**src/rtl/sound_event_scheduler.sv**
```systemverilog
// Latches game sound requests, arbitrates bad > good > move and plays each as a timed
// tone burst followed by a silent gap; also owns the user mute toggle.
module sound_event_scheduler #(
   parameter int         CW       = 16,
   parameter int         DUR_BAD  = 4000,
   parameter int         DUR_GOOD = 2000,
   parameter int         DUR_MOVE = 500,
   parameter int         GAP      = 100,
   parameter logic [7:0] DIV_BAD  = 8'd120,
   parameter logic [7:0] DIV_GOOD = 8'd40,
   parameter logic [7:0] DIV_MOVE = 8'd80
) (
   input  logic       clk,
   input  logic       rst,
   input  logic       button_i,
   input  logic       goodColl_i,
   input  logic       badColl_i,
   input  logic [3:0] direction_i,
   output logic       tone_en_o,
   output logic [7:0] tone_div_o,
   output logic [1:0] active_src_o,
   output logic       muted_o
);

   if (DUR_BAD < 1 || DUR_BAD > 2**CW - 1 || DUR_GOOD < 1 || DUR_GOOD > 2**CW - 1 ||
       DUR_MOVE < 1 || DUR_MOVE > 2**CW - 1 || GAP < 1 || GAP > 2**CW - 1) begin : g_param_check
      $error("sound_event_scheduler: durations and GAP must lie in [1, 2**CW-1]");
   end

   typedef enum logic [1:0] {S_IDLE, S_PLAY, S_GAP} state_t;

   localparam logic [1:0] SRC_NONE = 2'd0;
   localparam logic [1:0] SRC_MOVE = 2'd1;
   localparam logic [1:0] SRC_GOOD = 2'd2;
   localparam logic [1:0] SRC_BAD  = 2'd3;

   state_t        state_reg, state_next;
   logic [CW-1:0] cnt_reg, cnt_next;
   logic [2:0]    pend_reg, pend_next;   // [0] move, [1] good, [2] bad
   logic [2:0]    ev_edge, grant;
   logic          button_prev_reg, good_prev_reg, bad_prev_reg;
   logic [3:0]    dir_prev_reg;
   logic          muted_reg, muted_next;
   logic          tone_en_reg, tone_en_next;
   logic [7:0]    div_reg, div_next;
   logic [1:0]    src_reg, src_next;
   logic [1:0]    sel;
   logic          button_edge, drop, try_grant;

   assign button_edge = button_i & ~button_prev_reg;
   assign ev_edge[0]  = (direction_i != dir_prev_reg) && (direction_i != 4'b0000);
   assign ev_edge[1]  = goodColl_i & ~good_prev_reg;
   assign ev_edge[2]  = badColl_i & ~bad_prev_reg;
   assign muted_next  = muted_reg ^ button_edge;
   // Any button edge either mutes or unmutes; in both cases event edges on that clk are dropped.
   assign drop        = muted_reg | button_edge;

   assign grant = {sel == SRC_BAD, sel == SRC_GOOD, sel == SRC_MOVE};

   for (genvar gi = 0; gi < 3; gi++) begin : g_pend
      assign pend_next[gi] = ~drop & ((pend_reg[gi] & ~grant[gi]) | ev_edge[gi]);
   end

   always_comb begin
      state_next   = state_reg;
      cnt_next     = cnt_reg;
      tone_en_next = tone_en_reg;
      div_next     = div_reg;
      src_next     = src_reg;
      sel          = SRC_NONE;
      try_grant    = 1'b0;
      if (drop) begin
         state_next   = S_IDLE;
         cnt_next     = '0;
         tone_en_next = 1'b0;
         div_next     = 8'd0;
         src_next     = SRC_NONE;
      end else begin
         case (state_reg)
            S_IDLE: try_grant = 1'b1;
            S_PLAY: begin
               if (pend_reg[2] && src_reg != SRC_BAD) begin
                  sel = SRC_BAD;
               end else if (cnt_reg == '0) begin
                  state_next   = S_GAP;
                  cnt_next     = CW'(GAP - 1);
                  tone_en_next = 1'b0;
                  div_next     = 8'd0;
                  src_next     = SRC_NONE;
               end else begin
                  cnt_next = cnt_reg - CW'(1);
               end
            end
            S_GAP: begin
               // Last gap clock doubles as IDLE's first clock, so bursts are exactly GAP apart.
               if (cnt_reg == '0) begin
                  state_next = S_IDLE;
                  try_grant  = 1'b1;
               end else begin
                  cnt_next = cnt_reg - CW'(1);
               end
            end
            default: state_next = S_IDLE;
         endcase
         if (try_grant) begin
            if (pend_reg[2])      sel = SRC_BAD;
            else if (pend_reg[1]) sel = SRC_GOOD;
            else if (pend_reg[0]) sel = SRC_MOVE;
         end
      end
      case (sel)
         SRC_BAD: begin
            state_next = S_PLAY; cnt_next = CW'(DUR_BAD - 1);
            tone_en_next = 1'b1; div_next = DIV_BAD; src_next = SRC_BAD;
         end
         SRC_GOOD: begin
            state_next = S_PLAY; cnt_next = CW'(DUR_GOOD - 1);
            tone_en_next = 1'b1; div_next = DIV_GOOD; src_next = SRC_GOOD;
         end
         SRC_MOVE: begin
            state_next = S_PLAY; cnt_next = CW'(DUR_MOVE - 1);
            tone_en_next = 1'b1; div_next = DIV_MOVE; src_next = SRC_MOVE;
         end
         default: ;
      endcase
   end

   always_ff @(posedge clk or negedge rst) begin
      if (!rst) begin
         state_reg       <= S_IDLE;
         cnt_reg         <= '0;
         pend_reg        <= 3'b000;
         button_prev_reg <= 1'b0;
         good_prev_reg   <= 1'b0;
         bad_prev_reg    <= 1'b0;
         dir_prev_reg    <= 4'b0000;
         muted_reg       <= 1'b0;
         tone_en_reg     <= 1'b0;
         div_reg         <= 8'd0;
         src_reg         <= SRC_NONE;
      end else begin
         state_reg       <= state_next;
         cnt_reg         <= cnt_next;
         pend_reg        <= pend_next;
         button_prev_reg <= button_i;
         good_prev_reg   <= goodColl_i;
         bad_prev_reg    <= badColl_i;
         dir_prev_reg    <= direction_i;
         muted_reg       <= muted_next;
         tone_en_reg     <= tone_en_next;
         div_reg         <= div_next;
         src_reg         <= src_next;
      end
   end

   assign tone_en_o    = tone_en_reg;
   assign tone_div_o   = div_reg;
   assign active_src_o = src_reg;
   assign muted_o      = muted_reg;

endmodule

```
**config.mk**
```make
export PLATFORM = sky130hd
export DESIGN_NAME = sound_event_scheduler
export DESIGN_NICKNAME = d
export VERILOG_FILES = /design/src/rtl/sound_event_scheduler.sv
export SDC_FILE = /design/constraint.sdc
export NUM_CORES = 1
export LEC_CHECK = 0
export CAP_MARGIN = 20
export CORE_ASPECT_RATIO = 2
export CORE_UTILIZATION = 51
export CTS_BUF_LIST = sky130_fd_sc_hd__clkbuf_16
export DETAILED_ROUTE_END_ITERATION = 10
export PLACE_DENSITY_LB_ADDON = 0.15
export SETUP_SLACK_MARGIN = 0.3
export SLEW_MARGIN = 30
export SYNTH_ARGS = -nofsm -noshare
export SYNTH_HDL_FRONTEND = slang
export SYNTH_SLANG_ARGS = --single-unit
export TNS_END_PERCENT = 30
```
**constraint.sdc**
```tcl
create_clock -name clk -period 3.41 [get_ports clk]
set_input_delay 0.8525 -clock clk [delete_from_list [all_inputs] [get_ports clk]]
set_output_delay 0.8525 -clock clk [all_outputs]
set_load 0.005 [all_outputs]
```
Word-level counts from Yosys, hierarchy flattened. Index checks and enable logic that the tools add are counted.

Bits in registers: 40. Input port bits: 9. Output and inout bits: 12. Logic and storage cells: 99.

Add/subtract/negate cells: 1. Equality and inequality tests: 15. Mux-type cells: 36. Bitwise operators: 21. Reductions and logical operators: 15.

Operators with widths (count): $mux W16 (4); $pmux W16 S3 (1); $mux W8 (4); $pmux W16 S2 (1); $mux W2 (15); $pmux W8 S3 (1); $logic_not A16 Y1 (1); $sub A16 B1 Y16 const B (1); $ne A4 B4 Y1 const B (3); $ne A6 B6 Y1 const B (2); $pmux W2 S3 (2); $reduce_bool A5 Y1 (2); $and A1 B1 Y1 (9); $reduce_and A3 Y1 (3); $mux W1 (7); $not A1 Y1 (7); $eq A2 B2 Y1 const B (3); $ne A3 B3 Y1 const B (2); $reduce_bool A3 Y1 (2); $reduce_bool A6 Y1 (1); $ne A5 B5 Y1 const B (1); $eq A2 B1 Y1 const B (2); $ne A4 B4 Y1 (1); $or A1 B1 Y1 (4); 8 further kinds (9).

Logic depth before layout (Yosys ltp). Gate-level depths: netlist (run 1).

Word-level depth: 14. Depth in mapped cells: 12. Mapped depth without buffers: 12.

Worst setup path before layout (run 1). Ideal clock, no wire load.

Path kind: register to register. Start point: register cnt_reg[0]. End point: register cnt_reg[14]. Library setup time: 0.069 ns. Arrival: 3.411 ns. Required time: 3.341 ns. Setup slack: -0.070 ns. Cell stages (with the launch flop): 13. Path buffers: 1. Period minus slack after synthesis: 3.480 ns. Cells stage by stage: dfrtp_1 -> inv_1 -> ha_1 -> or3b_2 -> nor3_1 -> a31oi_1 -> o311ai_0 -> ha_1 -> nand2_1 -> or2_2 -> clkbuf_1 -> a2111o_1 -> nand3_1.

Cells in the longest elaborated chain, start to end: 9. Elaborated cells between the ends (all ways): 20. Classes of those cells: add/sub: 1; eq/ne: 5; mux: 11; reduce/logical: 3.

RTL lines: start, declared (RTL line 38) `logic [CW-1:0] cnt_reg, cnt_next;`; start signal, assigned (RTL line 143) `cnt_reg <= cnt_next;`; branches (longest 9 deep; another with $sub A16 B1 Y16).

Several ways; the timed one is not identified. The select of a mux whose other input is x is not followed. A chain may end at the register's enable or synchronous reset.

Worst setup path after layout (run 1).
Start point: register cnt_reg[8]. End point: register cnt_reg[2].

Cells in the longest elaborated chain, start to end: 9. Elaborated cells between the ends (all ways): 18. Classes of those cells: eq/ne: 5; mux: 10; reduce/logical: 3.

RTL lines: $logic_not A16 Y1 (*) (RTL line 84, 96); $mux W1 (RTL line 96) `if (cnt_reg == '0) begin`; $pmux W1 S2 (RTL line 79) `case (state_reg)`; $mux W1 (RTL line 72) `if (drop) begin`; $mux W2 (RTL line 105) `if (try_grant) begin`; $mux W2 (RTL line 72); $eq A2 B1 Y1 or $eq A2 B2 Y1 (tied branches) (RTL line 111) `case (sel)`; $ne A6 B6 Y1 (no source line) or $reduce_bool A6 Y1 (tied branches); $reduce_and A3 Y1 (no source line).

Every way passes the cells marked *; elsewhere a longest branch is shown, timed or not. The select of a mux whose other input is x is not followed.

==> results.json, run 1 <==
{
  "status": "finished, final reports clean",
  "antenna_found_initial": 0,
  "critPathRequiredTime_ns": 3.59,
  "critical_path_class": "reg -> reg",
  "drv_slew": 0,
  "via_per_inst": 6.16,
  "grt_pass1_vias": 1984,
  "period_share_pct": 90.2,
  "rsz0062_at_grt": "no",
  "seq_power_share_pct": 22.1,
  "hold_class": "reg -> reg",
  "layout-drive-gt1-share_pct": 21.4,
  "power_density_nw_per_um2": 1050,
  "syn-cell-area_um2": 1960,
  "hpwl_um": 3870,
  "worstPathMaxFanout": 5,
  "tightest_slew_ns": 0.817,
  "ys_warn_count": 0,
  "cts_root_buffer": "clkbuf_16",
  "drv_cap": 0,
  "max_stage_delay_ns": 0.63,
  "placementRows": 31,
  "cts_tree": "built",
  "ys_ff_latch": 32,
  "post-synth-top-count-cell": "dfrtp_1",
  "cts.sinks": 32,
  "arrival_ns": 3.25,
  "skew_ns": 0.00575,
  "htree_levels": 2,
  "clockBufferDepth": 2,
  "synthSimpleGateAreaFrac_pct": 18.0,
  "max_freq_ghz": 0.325,
  "path_delay_family": "simple AND/OR/NAND/NOR gates",
  "synth_compound_area_share_pct": 22.5,
  "antenna_cells": 0,
  "dr.pass1.iters": 4,
  "max_slew_margin_pct": 45.1,
  "tns_ns": 0,
  "grt_max_degree": 33,
  "io_buffers": 16,
  "largest_register_ff_count": 16,
  "dieHeight_um": 89.7,
  "critPathBufInv": 1,
  "yosys.area.top_type": "dfrtp_1",
  "syn_avg_cell_area_um2": 9.21,
  "ios": 21,
  "synth_top_family_by_area": "compound AO/OA/AOI/OAI gates",
  "crit_chain": "or4_1 -> or2_4 -> o21ai_2 -> o211ai_1 -> inv_1 -> ha_2 -> nor2_1 -> nor2_1 -> a31oi_1 -> o22ai_1",
  "cts_buffers": 5,
  "muxShareOfSynthArea_pct": 1.72,
  "leakage_nw": 1.10,
  "cts_hold_buf": 0,
  "initial_utilization_pct": 53.8,
  "finalHoldViolCount": 0,
  "synth_cell_types": 47,
  "synth_top_area_share_pct": 40.8,
  "ant_nets": 0,
  "drt_iter0_drc": 81,
  "synth_commonest_cells": "32 x dfrtp_1, 21 x inv_1, 13 x a21oi_1",
  "p_sw_share_pct": 41.3,
  "crit_path_end_kind": "flop",
  "netlist_instances": 213,
  "power_frac_comb_pct": 59.6,
  "synth_xor_area_share_pct": 1.79,
  "fp.coreArea_um2": 3650,
  "wirelength_um": 5590,
  "die_w_um": 45.9,
  "internal_power_mw": 1.59,
  "setup_viol": 0,
  "clock_latency_ns": 0.28,
  "vias": 1831,
  "track_usage_pct": 28.4,
  "drc_errors": 0,
  "grt_overflow": 0,
  "grt_pass1_wl_um": 8650,
  "clkPwrFrac_pct": 18.4,
  "synthAdderAreaFrac_pct": 5.74,
  "async_flop_share_pct": 100,
  "vdd_ir_drop_max_mv": 0.684,
  "cpMaxStageDelayCell": "or4_1",
  "p_switching_mw": 1.12,
  "yosysSeqAreaShare_pct": 40.8,
  "die_area_um2": 4110,
  "gp_congestion": 0.918,
  "nFillCells": 288,
  "startpoint_type": "flop",
  "layout_min_cycle_time_ns": 3.08,
  "synth-edff-count": 0,
  "critPathMostFrequentCell": "nor2_1",
  "synth_area_leaders": "dfrtp_1 41%, ha_1 5.7%, inv_1 4.0%",
  "area_growth_syn_to_layout_pct": 31.1,
  "wl_per_cell_um": 18.8,
  "nets": 265,
  "ys.flop_type": "dfrtp_1",
  "design_power_total_mw": 2.70,
  "clkTransAtPathRegs_ns": 0.05
}
[worst reg2reg max path: stages (launching register included)]
cell and delay [ns]:
dfrtp_1 0.42, or4_1 0.63, or2_4 0.30, o21ai_2 0.22
o211ai_1 0.19, inv_1 0.14, ha_2 0.26, nor2_1 0.08
nor2_1 0.36, a31oi_1 0.14, o22ai_1 0.24
[layout make-up]
class,count,area (um^2),area share [%]
well taps,49,61.3,2.38
inverters,21,78.8,3.06
flip-flops and latches,32,801,31.1
repair buffers,41,380,14.8
clock inverters,3,38.8,1.51
clock buffers,5,125,4.86
multi-input cells,146,1090,42.3
[worst paths after layout]
kind                       startpoint       endpoint  slack (ns)  depth (start not counted)
min in group asynchronous         rst    cnt_reg[14]        0.97                          2
hold reg to reg             tone_en_o      tone_en_o        0.51                          2
max in group asynchronous         rst  good_prev_reg        2.14                          2
hold / removal              tone_en_o      tone_en_o        0.51                          2
setup reg to reg           cnt_reg[8]     cnt_reg[2]        0.33                         10
setup / recovery           cnt_reg[8]     cnt_reg[2]        0.33                         10
[timing repair]
item / in CTS / in global routing
resized for setup: 9 / 10
cloned: 0 / 0
endpoints found under the setup margin: 18 / 18
pin swaps: 5 / 5
setup buffers: 6 / 4
[layout by cell type, fill, tap and decap left out, types with 2 or more instances in the layout]
cell type and n:
nor4b_1 2, nor2_1 11, or4_1 2, a41oi_1 2, o21a_1 3, o211ai_1 2, nand2b_1 2, o21ai_0 5
nand4b_1 2, nor3_1 5, ha_1 6, dfrtp_1 32, buf_6 2, buf_4 21, nand3_1 4, conb_1 4
clkbuf_16 5, or3_1 3, nand2_1 11, nor2b_1 3, xnor2_1 4, o22ai_1 9, a31oi_1 3, and2_1 2
o2bb2ai_1 2, inv_1 20, clkdlybuf4s50_1 16, nor3b_1 2, a2bb2oi_1 2, buf_12 2, nor4_1 3, mux2_2 3
a21oi_1 13, ha_2 2, a21boi_0 3, a2111o_1 3, a22oi_1 5, inv_2 2, or2_4 2
[stage by stage]
| step | hold WS (ns) | setup slack, ns | utilization [%] | instance area, um^2 | cells |
|---|---|---|---|---|---|
| CTS | 0.514 | 0.292 | 68.7 | 2510 | 293 |
| global route | 0.545 | 0.209 | 70.6 | 2570 | 297 |
| detailed placement | 0.501 | 0.0815 | 61.4 | 2240 | 279 |
| floorplan | 0.479 | 0.365 | - | 2000 | 216 |
| global placement | 0.491 | 0.178 | 61.4 | 2240 | 279 |
| finish | 0.508 | 0.334 | 70.6 | 2570 | 297 |
[power groups by stage]
stage               registers [mW]  logic [mW]  clock network, mW
global placement             0.591        1.27                  0
CTS                          0.593        1.46              0.501
floorplan                    0.571       0.890                  0
finish                       0.597        1.61              0.497
global route                 0.613        1.72              0.518
detailed placement           0.597        1.30                  0
[cells by family after synthesis]
| logic type | Yosys count |
|---|---|
| other | 1 |
| buffers and inverters | 38 |
| xor gates and xnor gates | 4 |
| adders and majority gates | 9 |
| muxes | 3 |
| DFF | 32 |
| and+or+nand+nor | 63 |
| AOI/OAI and AO/OA | 63 |
[per-layer routing]
metal	wire length [um]	GRT usage [%]	up-vias
met5	0	0	-
met4	343	20.1	0
met3	305	5.62	32
met2	3070	48.4	83
met1	1880	27.9	880
li1	-	-	836
No activity file was read; power rests on OpenSTA's default activity.
==> inputs of run 2 (changes only) <==
--- a/config.mk
+++ b/config.mk
@@ -7,9 +7,10 @@
 export LEC_CHECK = 0
 export CAP_MARGIN = 20
 export CORE_ASPECT_RATIO = 2
-export CORE_UTILIZATION = 51
+export CORE_UTILIZATION = 55
 export CTS_BUF_LIST = sky130_fd_sc_hd__clkbuf_16
 export DETAILED_ROUTE_END_ITERATION = 10
+export GPL_TIMING_DRIVEN = 0
 export PLACE_DENSITY_LB_ADDON = 0.15
 export SETUP_SLACK_MARGIN = 0.3
 export SLEW_MARGIN = 30
==> constraint.sdc (replaced) <==
create_clock -name clk -period 4 [get_ports clk]
set_input_delay 1 -clock clk [delete_from_list [all_inputs] [get_ports clk]]
set_output_delay 1 -clock clk [all_outputs]
set_load 0.005 [all_outputs]
==> results.json, run 2 (synthesized netlist as in run 1, its figures left out) <==
{
  "track_usage_pct": 29.2,
  "vdd_ir_drop_max_mv": 0.626,
  "tightest_slew_ns": 0.785,
  "worstPathMaxFanout": 10,
  "startpoint_type": "primary input",
  "min_from": "tone_en_o",
  "die_w_um": 44.2,
  "clockBufferDepth": 2,
  "setup_viol": 0,
  "drt_iter0_drc": 70,
  "max_slew_margin_pct": 47.2,
  "dpl.cell_count": 264,
  "r2r.worst_path.cells": 11,
  "wirelength_um": 5030,
  "drc_errors": 0,
  "power_density_nw_per_um2": 836,
  "ant_nets": 0,
  "wl_per_cell_um": 18.3,
  "fp.coreArea_um2": 3380,
  "cts_tree": "built",
  "status": "finished, final reports clean",
  "via_per_inst": 6.67,
  "leakage_nw": 1.05,
  "min_to": "tone_en_o",
  "cpMaxStageDelayCell": "clkdlybuf4s50_1",
  "critical_path_class": "in -> reg",
  "fin_cells": 275,
  "grt_pass1_vias": 1859,
  "cts.sinks": 32,
  "ios": 21,
  "crit_path_end_kind": "flop",
  "holdWs_ns": 0.524,
  "critPathRequiredTime_ns": 4.13,
  "grt_pass1_wl_um": 8200,
  "fin_util_pct": 70.1,
  "antenna_cells": 0,
  "fin_area_um2": 2370,
  "hpwl_um": 3630,
  "grt_max_degree": 33,
  "rr_endpoint": "cnt_reg[4]",
  "cts_buffers": 5,
  "initial_utilization_pct": 58.1,
  "drv_slew": 0,
  "cts_root_buffer": "clkbuf_16",
  "period_share_pct": 87.9,
  "io_buffers": 16,
  "critPathBufInv": 3,
  "rsz0062_at_grt": "no",
  "gp_congestion": 0.910,
  "area_growth_syn_to_layout_pct": 20.7,
  "max_freq_ghz": 0.284,
  "placementRows": 30,
  "dr.pass1.iters": 4,
  "die_area_um2": 3820,
  "clkTransAtPathRegs_ns": 0.05,
  "htree_levels": 2,
  "finalHoldViolCount": 0,
  "crit_chain": "clkdlybuf4s50_1 -> nand2b_1 -> ha_1 -> clkbuf_1 -> o311ai_2 -> ha_2 -> nand2_2 -> or2_2 -> clkbuf_1 -> a2111o_1 -> o311ai_0",
  "final_common_cell": "dfrtp_1",
  "path_delay_family": "buffers and inverters",
  "nFillCells": 284,
  "r2r_setup_slack_ns": 0.49,
  "largest_register_ff_count": 16,
  "cts_hold_buf": 0,
  "r2r_start": "cnt_reg[4]",
  "layout-drive-gt1-share_pct": 15.6,
  "grt_overflow": 0,
  "critPathMostFrequentCell": "clkbuf_1",
  "nets": 260,
  "max_stage_delay_ns": 0.47,
  "place_area_um2": 2170,
  "vias": 1835,
  "final_cell_mix": "32 x dfrtp_1, 23 x inv_1, 15 x clkdlybuf4s50_1, 13 x a21oi_1, 12 x buf_4",
  "antenna_found_initial": 0,
  "clock_latency_ns": 0.28,
  "hold_class": "reg -> reg",
  "drv_cap": 0,
  "holdPathStages": 2,
  "dieHeight_um": 86.5,
  "layout_min_cycle_time_ns": 3.52,
  "arrival_ns": 3.65,
  "skew_ns": 0.00613
}
[run 2: worst min-delay path: cells and delay by family (launching register included)]
family        cells  cell delay (ns)
flops             1             0.34
simple gates      2             0.15
[run 2: worst max path at each step]
stage                from           to  slack [ns]  cells after the start
6_report         button_i   cnt_reg[4]        0.48                     11
5_1_grt          button_i   cnt_reg[0]        0.36                     10
4_1_cts        cnt_reg[0]   cnt_reg[4]        0.28                     12
3_5_place_dp   cnt_reg[0]   cnt_reg[4]       -0.23                     12
3_3_place_gp     button_i   cnt_reg[0]       -0.14                     10
2_1_floorplan  cnt_reg[0]  cnt_reg[14]        0.52                     12
[run 2: area by class of cell]
cell class | instances | area (um^2) | area share, %
multi-input combinational | 146 | 1030 | 43.3
buffer | 17 | 108 | 4.55
sequential | 32 | 801 | 33.8
inverter | 21 | 78.8 | 3.33
clock buffer | 5 | 125 | 5.29
clock inverter | 3 | 11.3 | 0.476
timing repair buffer | 19 | 178 | 7.51
tap | 32 | 40.0 | 1.69
[run 2: routing by layer]
layer,wire [um],GRT usage (%),vias to the layer above
li1,-,-,832
met2,2790,50.8,100
met5,0,0,-
met4,261,21.2,0
met1,1690,28.6,877
met3,291,6.46,26
[run 2: repair_timing]
action                     in CTS  in global routing
cloned                          0                  0
setup endpoints to repair      18                 18
setup buffers                   0                  3
pin swaps                       0                  2
resized for setup               5                 11
[run 2: metrics by stage]
step	TNS (ns)	setup slack (ns)	power [mW]
6_report	0	0.482	1.98
5_1_grt	0	0.359	2.10
4_1_cts	0	0.277	1.89
3_5_place_dp	-1.99	-0.229	1.51
3_3_place_gp	-0.600	-0.141	1.48
2_1_floorplan	0	0.520	1.21
[run 2: report_power, final]
group / leakage (nW) / internal [mW] / total, mW / switching (mW)
clock: 0.0738 / 0.223 / 0.352 / 0.129
combinational: 0.561 / 0.490 / 1.12 / 0.629
sequential: 0.413 / 0.418 / 0.508 / 0.0896
total: 1.05 / 1.13 / 1.98 / 0.848
==> inputs of run 3 (changes only) <==
--- a/config.mk
+++ b/config.mk
@@ -5,7 +5,7 @@
 export SDC_FILE = /design/constraint.sdc
 export NUM_CORES = 1
 export LEC_CHECK = 0
-export CAP_MARGIN = 20
+export CAP_MARGIN = 0
 export CORE_ASPECT_RATIO = 2
 export CORE_UTILIZATION = 55
 export CTS_BUF_LIST = sky130_fd_sc_hd__clkbuf_16
==> results of run 3 <==
Same layout as run 2: the final DEF is identical, and so are final timing and power.
